$ cat config.mk
export PLATFORM = sky130hd
export DESIGN_NAME = pipe_stage_buf
export DESIGN_NICKNAME = d
export VERILOG_FILES = /design/src/rtl/pipe_pkg.sv /design/src/rtl/pipe_stage_buf_sat_counter.sv /design/src/rtl/pipe_stage_buf.sv
export SDC_FILE = /design/constraint.sdc
export NUM_CORES = 1
export LEC_CHECK = 0
export ABC_AREA = 0
export ABC_CLOCK_PERIOD_IN_PS = 2770
export BUFFER_PORTS_ARGS = -buffer_cell sky130_fd_sc_hd__buf_2
export CORE_MARGIN = 3
export CORE_UTILIZATION = 57
export DETAILED_ROUTE_END_ITERATION = 10
export PLACE_DENSITY = 0.84
export SYNTH_ARGS = -nofsm -noshare
export SYNTH_HDL_FRONTEND = slang
export SYNTH_SLANG_ARGS = --single-unit
$ cat constraint.sdc
create_clock -name clk -period 2.77 [get_ports clk]
set_input_delay 0.554 -clock clk [delete_from_list [all_inputs] [get_ports clk]]
set_output_delay 0.554 -clock clk [all_outputs]
set_load 0.02 [all_outputs]
$ cat src/rtl/pipe_pkg.sv
// Shared types and constants for pcpu pipeline stage buffers.
// Stage bundle widths, bubble encodings and state helpers.
package pipe_pkg;

  typedef enum logic [1:0] {
    ST_EMPTY = 2'd0,
    ST_ONE   = 2'd1,
    ST_TWO   = 2'd2
  } state_t;

  localparam int INST_W   = 32;
  localparam int PC_W     = 32;
  localparam int REG_W    = 32;
  localparam int CTRL_W   = 16;
  localparam int IF_ID_W  = INST_W + PC_W;
  localparam int ID_EX_W  = PC_W + 3 * REG_W + CTRL_W;
  localparam int EX_MEM_W = PC_W + 2 * REG_W + CTRL_W;
  localparam int MEM_WB_W = 2 * REG_W + CTRL_W;

  // addi x0, x0, 0 in the inst field, PC zeroed
  localparam logic [INST_W-1:0]  NOP_INST  = 32'h0000_0013;
  localparam logic [IF_ID_W-1:0] NOP_IF_ID = {NOP_INST, {PC_W{1'b0}}};

  function automatic logic st_main_v(state_t s);
    return s != ST_EMPTY;
  endfunction

  function automatic logic st_skid_v(state_t s);
    return s == ST_TWO;
  endfunction

endpackage

$ cat src/rtl/pipe_stage_buf_sat_counter.sv
// Saturating up-counter used for stage performance events.
// Sticks at all-ones; cleared by synchronous reset.
module sat_counter #(
  parameter int W = 16
) (
  input  logic         clk,
  input  logic         reset,
  input  logic         inc,
  output logic [W-1:0] cnt
);

  logic [W-1:0] r_cnt;

  // count events, holding at the maximum value
  always_ff @(posedge clk) begin
    if (reset) begin
      r_cnt <= '0;
    end else if (inc && (r_cnt != {W{1'b1}})) begin
      r_cnt <= r_cnt + W'(1);
    end
  end

  assign cnt = r_cnt;

endmodule

$ cat src/rtl/pipe_stage_buf.sv
// Pipeline stage register with valid/ready, optional skid entry,
// flush-to-bubble and saturating stall/kill counters.
module pipe_stage_buf
  import pipe_pkg::*;
#(
  parameter int               WIDTH      = 64,
  parameter logic [WIDTH-1:0] FLUSH_DATA = '0,
  parameter bit               SKID       = 1'b1,
  parameter int               CNT_W      = 16
) (
  input  logic             clk,
  input  logic             reset,
  input  logic             in_valid,
  output logic             in_ready,
  input  logic [WIDTH-1:0] in_data,
  input  logic             flush,
  output logic             out_valid,
  input  logic             out_ready,
  output logic [WIDTH-1:0] out_data,
  output logic [CNT_W-1:0] stall_cnt,
  output logic [CNT_W-1:0] kill_cnt
);

  state_t r_state;
  state_t w_state_nxt;

  logic [WIDTH-1:0] r_main;
  logic [WIDTH-1:0] w_skid_q;

  logic w_main_v;
  logic w_skid_v;
  logic w_in_fire;
  logic w_out_fire;
  logic w_ld_in;
  logic w_ld_skid;
  logic w_ld_from_skid;
  logic w_ld_flush;
  logic w_stall_inc;
  logic w_kill_inc;

  assign w_main_v = st_main_v(r_state);
  assign w_skid_v = st_skid_v(r_state);

  // skid mode: ready comes from state only, never from out_ready
  if (SKID) begin : g_rdy_skid
    assign in_ready = !w_skid_v && !reset;
  end else begin : g_rdy_flow
    assign in_ready = (!w_main_v || out_ready) && !reset;
  end

  assign w_in_fire  = in_valid && in_ready;
  assign w_out_fire = w_main_v && out_ready;

  // next state and data-path load selects
  always_comb begin
    w_state_nxt    = r_state;
    w_ld_in        = 1'b0;
    w_ld_skid      = 1'b0;
    w_ld_from_skid = 1'b0;
    w_ld_flush     = 1'b0;
    if (flush) begin
      w_state_nxt = ST_EMPTY;
      w_ld_flush  = 1'b1;
    end else begin
      unique case (r_state)
        ST_EMPTY: begin
          if (w_in_fire) begin
            w_state_nxt = ST_ONE;
            w_ld_in     = 1'b1;
          end
        end
        ST_ONE: begin
          if (w_in_fire && w_out_fire) begin
            w_ld_in = 1'b1;
          end else if (w_out_fire) begin
            w_state_nxt = ST_EMPTY;
          end else if (w_in_fire && SKID) begin
            w_state_nxt = ST_TWO;
            w_ld_skid   = 1'b1;
          end
        end
        ST_TWO: begin
          if (w_out_fire) begin
            w_state_nxt    = ST_ONE;
            w_ld_from_skid = 1'b1;
          end
        end
        default: w_state_nxt = ST_EMPTY;
      endcase
    end
  end

  // state register
  always_ff @(posedge clk) begin
    if (reset) begin
      r_state <= ST_EMPTY;
    end else begin
      r_state <= w_state_nxt;
    end
  end

  // main entry: bubble on reset/flush, else newest or skid payload
  always_ff @(posedge clk) begin
    if (reset || w_ld_flush) begin
      r_main <= FLUSH_DATA;
    end else if (w_ld_in) begin
      r_main <= in_data;
    end else if (w_ld_from_skid) begin
      r_main <= w_skid_q;
    end
  end

  if (SKID) begin : g_skid
    logic [WIDTH-1:0] r_skid;
    // skid entry captures input while main is stalled
    always_ff @(posedge clk) begin
      if (reset) begin
        r_skid <= FLUSH_DATA;
      end else if (w_ld_skid) begin
        r_skid <= in_data;
      end
    end
    assign w_skid_q = r_skid;
  end else begin : g_noskid
    assign w_skid_q = FLUSH_DATA;
    a_no_two: assert property (
      @(posedge clk) disable iff (reset) r_state != ST_TWO
    );
  end

  assign out_valid = w_main_v;
  assign out_data  = r_main;

  assign w_stall_inc = w_main_v && !out_ready && !flush;
  assign w_kill_inc  = flush && (w_main_v || w_skid_v);

  sat_counter #(.W(CNT_W)) u_stall_cnt (
    .clk   (clk),
    .reset (reset),
    .inc   (w_stall_inc),
    .cnt   (stall_cnt)
  );

  sat_counter #(.W(CNT_W)) u_kill_cnt (
    .clk   (clk),
    .reset (reset),
    .inc   (w_kill_inc),
    .cnt   (kill_cnt)
  );

endmodule

Word-level counts from Yosys, hierarchy flattened. Index checks and enable logic that the tools add are counted.

Output and inout port bits: 98. Logic and storage cells: 55. Bits of input ports: 69. Bits in registers: 162.

Add/subtract/negate cells: 2. Reductions and logical operators: 20. Multiplexer cells: 20. Equality and inequality tests: 8.

Operator list (number): $mux 64 (2); $add 16x1->16 const B (2); $ne 16x16->1 const B (2); $mux 1 (11); $mux 2 (5); $logic_and 1x1->1 (9); $pmux 2 s3 (1); $logic_not 1->1 (4); $ne 2x2->1 const B (2); $reduce_and 4->1 (1); $reduce_bool 2->1 (2); $ne 3x3->1 const B (1); $eq 2x1->1 const B (1); $eq 2x2->1 const B (1); $logic_not 2->1 (1); $logic_or 1x1->1 (2); $ne 2x1->1 const B (1); $pmux 1 s2 (1); $reduce_or 2->1 (1).

Logic depth before layout (Yosys ltp).
Depth after elaboration: 9. Mapped depth: 6. Gate-level depth less buffers: 5.

By module. Synthesis repeated with hierarchy kept, for this count alone.

Cells, all modules: 875. Area, all modules: 7514.7 sq um.

Modules (own cells, without submodules): pipe_stage_buf (sequential area each 2602.5 sq um, area each 5818.1 sq um, times used 1, cells an instance 677); sat_counter (sequential area each 320.3 sq um, area each 848.3 sq um, times used 2, cells an instance 99).

Least setup slack after synthesis. Ideal clock, no wire load.

Path type: input-to-output. From: in reset. To: out in_ready. Data arrival time: 1513 ps. Buffers on the path: 3. Path slack: 703 ps. Stages on the path: 4. Required time: 2216 ps. Cells stage by stage: clkbuf_1 -> clkbuf_1 -> clkbuf_1 -> nor2_1.

Longest elaborated chain between the ends: 2.

RTL lines: from (decl) (line pipe_stage_buf.sv:12) `input logic reset,`; $logic_not 1->1 (line pipe_stage_buf.sv:46) `assign in_ready = !w_skid_v && !reset;`; $logic_and 1x1->1 (line pipe_stage_buf.sv:46); to (decl) (line pipe_stage_buf.sv:14) `output logic in_ready,`.

No other way between the ends.

Worst setup path in the final report.
From: reg r_state[1]. To: reg r_main[36] (netlist: out_data[36]).

Longest elaborated chain between the ends: 9. Elaborated cells between the ends (all ways): 18. Those cells by class: eq/ne (2); mux (8); reduce/logical (8).

RTL lines: from (decl) (line pipe_stage_buf.sv:24) `state_t r_state;`; from (signal assigned) (line pipe_stage_buf.sv:98) `r_state <= w_state_nxt;`; $eq 2x2->1 (line pipe_pkg.sv:29, pipe_stage_buf.sv:65); $logic_not 1->1 (line pipe_stage_buf.sv:46); $logic_and 1x1->1 (line pipe_stage_buf.sv:46); $logic_and 1x1->1 (line pipe_stage_buf.sv:51) `assign w_in_fire = in_valid && in_ready;`; $logic_and 1x1->1 (line pipe_stage_buf.sv:73) `if (w_in_fire && w_out_fire) begin`; $mux 1 (line pipe_stage_buf.sv:73); $pmux 1 s2 (line pipe_stage_buf.sv:65) `unique case (r_state)`; $mux 1 (line pipe_stage_buf.sv:61) `if (flush) begin`; $mux 64 or $reduce_bool 2->1 (tied branches); to (signal assigned) (line pipe_stage_buf.sv:107) `r_main <= in_data;`; to (signal assigned) (line pipe_stage_buf.sv:109) `r_main <= w_skid_q;`; to (decl) (line pipe_stage_buf.sv:27) `logic [WIDTH-1:0] r_main;`.

Several ways; a longest one is shown, not always the timed one. A chain may end at the register's enable or synchronous reset.

==> metrics.md <==
| Metric | Value |
|---|---|
| Status | completed |
| Setup bufs post-CTS | 0 |
| Vias | 6134 |
| Max Slew Vio Count | 0 |
| Clk buf depth | 2 |
| Mux contribution to synthesized area | 11.6% |
| Diode count | 0 |
| Synth top area cells | dfxtp_1, mux2i_1, nand2_1 |
| Largest net degree at the start of global routing | 77 |
| Iteration-0 DRC Markers | 501 |
| Vias/cell | 5.71 |
| Vias in the first global route | 5544 |
| Post-synth top flop | dfxtp_1 |
| Number of sinks on the clock net | 162 |
| Compound-Gate Fraction of Synth Area | 16.7% |
| Chip height | 115 um |
| Clk_lat worst skew | 0.41 ns |
| Initial DRT Pass Iterations | 4 |
| Fraction of layout instances using a drive strength above 1 | 24.1% |
| P&R area growth vs syn | 21.1% |
| Antenna violations before repair | 0 |
| Commonest cells in the netlist | dfxtp_1, nand2_1, a21oi_1, nor2_1 |
| Pwr Density | 585 nW/um^2 |
| Seq pwr share | 49.1% |
| Total wire length | 16.4 mm |
| Sequential area share after synthesis | 47.5% |
| Starting density of the core | 59.1% |
| Internal Power | 0.00381 W |
| Startpoint class of the critical path | register |
| Leak | 3.16 nW |
| Mapped Area | 6830 um^2 |
| Sw Share | 21.3% |
| Tmin final | 2.00 ns |
| ANT nets after route | 0 |
| Critical Path End Type | register |
| Root Driver | clkbuf_16 |
| Adder-cell area share of the yosys netlist | 0.366% |
| Cts hold-fix bufs | 0 |
| Mapped Cells | 782 |
| Syn Area/Cell | 8.74 um^2 |
| Tot Pwr | 0.00484 W |
| Setup TNS | 0 ns |
| XOR/XNOR Fraction of Synth Area | 0% |
| Unrepaired setup endpoints after global routing | false |
| Clk pin slew, worst setup/hold paths | 0.06 ns |
| Ys async rst share | 0% |
| Global-route wire length before repair | 26.4 mm |
| Num rows | 39 |
| Worst hold path type | in -> reg |
| DRC Markers | 0 |
| CTS H-tree lvls | 4 |
| P_sw | 0.00103 W |
| Distinct cells, synth | 44 |
| Setup violators final | 0 |
| Port bufs | 166 |
| Synth Register Bits | 162 |
| F_max | 0.500 GHz |
| Yosys top cell by area | dfxtp_1 |
| Post-CTS resize count | 0 |
| Num CTS Buffers | 17 |
| Slew headroom | 44.2% |
| CP arrival | 2.32 ns |
| Clk_skew | 0.00716 ns |
| Die Width | 115 um |
| Top-area cell type share of the netlist area | 47.5% |
| Final Hold Vio Count | 0 |
| Maximum VDD drop | 0.499 mV |
| GRT Overall Usage | 24.3% |
| TritonCTS clock tree | done |
| Max-cap violations | 0 |
| GP Congestion | 0.792 |
| Simple-gate share of the synthesized area | 19.3% |
| Syn_nets | 853 |
| Die area | 13300 um^2 |
| Dominant cell by count in the synthesized netlist | dfxtp_1 |
| Combinational power share | 5.6% |
| Warning count from the yosys run | 0 |
| Total grt overflow | 0 |
| Largest family of logic cells by synthesized area | simple AND/OR/NAND/NOR gates |
| Tcrit/Tclk final | 72.3% |
| Core Area | 11600 um^2 |
| Detailed Place HPWL | 10.6 mm |
| EDFF count, synth | 0 |
| NumNets Final | 993 |
| Pin slew with the least headroom to its limit | 0.829 ns |
| Critical path data required time | 3.08 ns |
| WL/cell | 15.2 um |
| CP Class | reg -> reg |
| Total I/O pin count | 167 |
| Clk pwr share | 45.3% |
| Critical-path maximum fanout | 25 |
==> power by group through the flow <==
stage	Clock (W)	Combinational, W	Sequential [W]
finish	0.00219	0.000269	0.00238
global route	0.00233	0.000296	0.00238
floorplan	0	0.000118	0.00245
CTS	0.00223	0.000269	0.00238
global placement	0	0.000264	0.00243
detailed placement	0	0.000267	0.00243
==> metal layers <==
metal  vias to the layer above  global-route usage (%)  routed length [um]  part of all wire (%)
met1                      2873                    32.1                7300                    45
met3                        14                    6.11                1030                   6.3
met4                         0                    8.06                 210                   1.3
met2                       192                    39.1                7810                    48
li1                       3055                       -                   -                     -
met5                         -                       0                   0                     0
==> worst max-delay path, stage by stage, from the launching register on <==
cell and delay [ns]:
dfxtp_1 0.46, nor2b_1 0.27, and3b_4 0.52, buf_12 0.28, mux2i_1 0.11, a211oi_1 0.26
==> worst paths after layout <==
path	from	to	slack, ns	depth (start not counted)
worst min register to register	g_skid.r_skid[51]	g_skid.r_skid[51]	0.45	2
worst min-delay path	in_data[0]	g_skid.r_skid[0]	0.39	3
worst max register to register	r_state[1]	out_data[36]	0.77	5
worst max-delay path	r_state[1]	out_data[36]	0.77	5
==> per-stage QoR <==
step                cell area (um^2)  std cells  utilization, %  hold WS, ns  setup slack [ns]
floorplan                       6830        782               -        0.436             0.703
global placement                7720       1046            66.8        0.442             0.692
detailed placement              7720       1046            66.8        0.447             0.657
finish                          8270       1074            71.5        0.390             0.768
global route                    8270       1074            71.5        0.378             0.597
CTS                             8270       1074            71.5        0.373             0.749
==> placed cells by master, fill, tap and decap left out, types with 3 or more instances in the layout <==
| cell type | netlist | final |
|---|---|---|
| o31ai_1 | 8 | 8 |
| or4_1 | 11 | 11 |
| a211oi_1 | 67 | 67 |
| a21oi_1 | 86 | 86 |
| or2_2 | 3 | 3 |
| buf_2 | 3 | 165 |
| o21ai_0 | 7 | 7 |
| buf_4 | 2 | 7 |
| mux2i_1 | 67 | 67 |
| buf_12 | 0 | 5 |
| clkbuf_1 | 33 | 3 |
| nor3_1 | 5 | 5 |
| a31oi_1 | 3 | 3 |
| inv_1 | 8 | 8 |
| nand4_1 | 5 | 5 |
| clkinv_2 | 0 | 3 |
| nor4_1 | 4 | 4 |
| nand2_1 | 136 | 136 |
| nand3_1 | 10 | 9 |
| clkbuf_16 | 0 | 17 |
| nand2b_1 | 6 | 6 |
| dfxtp_1 | 162 | 162 |
| nor2_1 | 84 | 84 |
| or3_1 | 3 | 3 |
| nor2b_1 | 13 | 13 |
| mux2_2 | 11 | 11 |
==> logic make-up after synthesis <==
kind of cell               count (synthesis)
buffers and inverters                     64
AOI/OAI and AO/OA                        181
muxes                                     78
and+or+nand+nor                          295
adders and majority gates                  2
DFF                                      162
==> sequential cells by signal, summed over array words and instances (netlist names) <==
signal	cells
g_skid.r_skid	64
out_data	64
r_state	2
u_kill_cnt.cnt	16
u_stall_cnt.cnt	16
==> final cells by class <==
class                           instances  area [um^2]
Multi-Input combinational cell        556         3290
Timing Repair Buffer                  177          978
Sequential cell                       162         3240
Clock inverter                          6         83.8
Inverter                                8         30.0
Fill cell                             927         3290
Clock buffer                           22          464
Tap cell                              143          179
No activity file was read; power rests on OpenSTA's default activity.
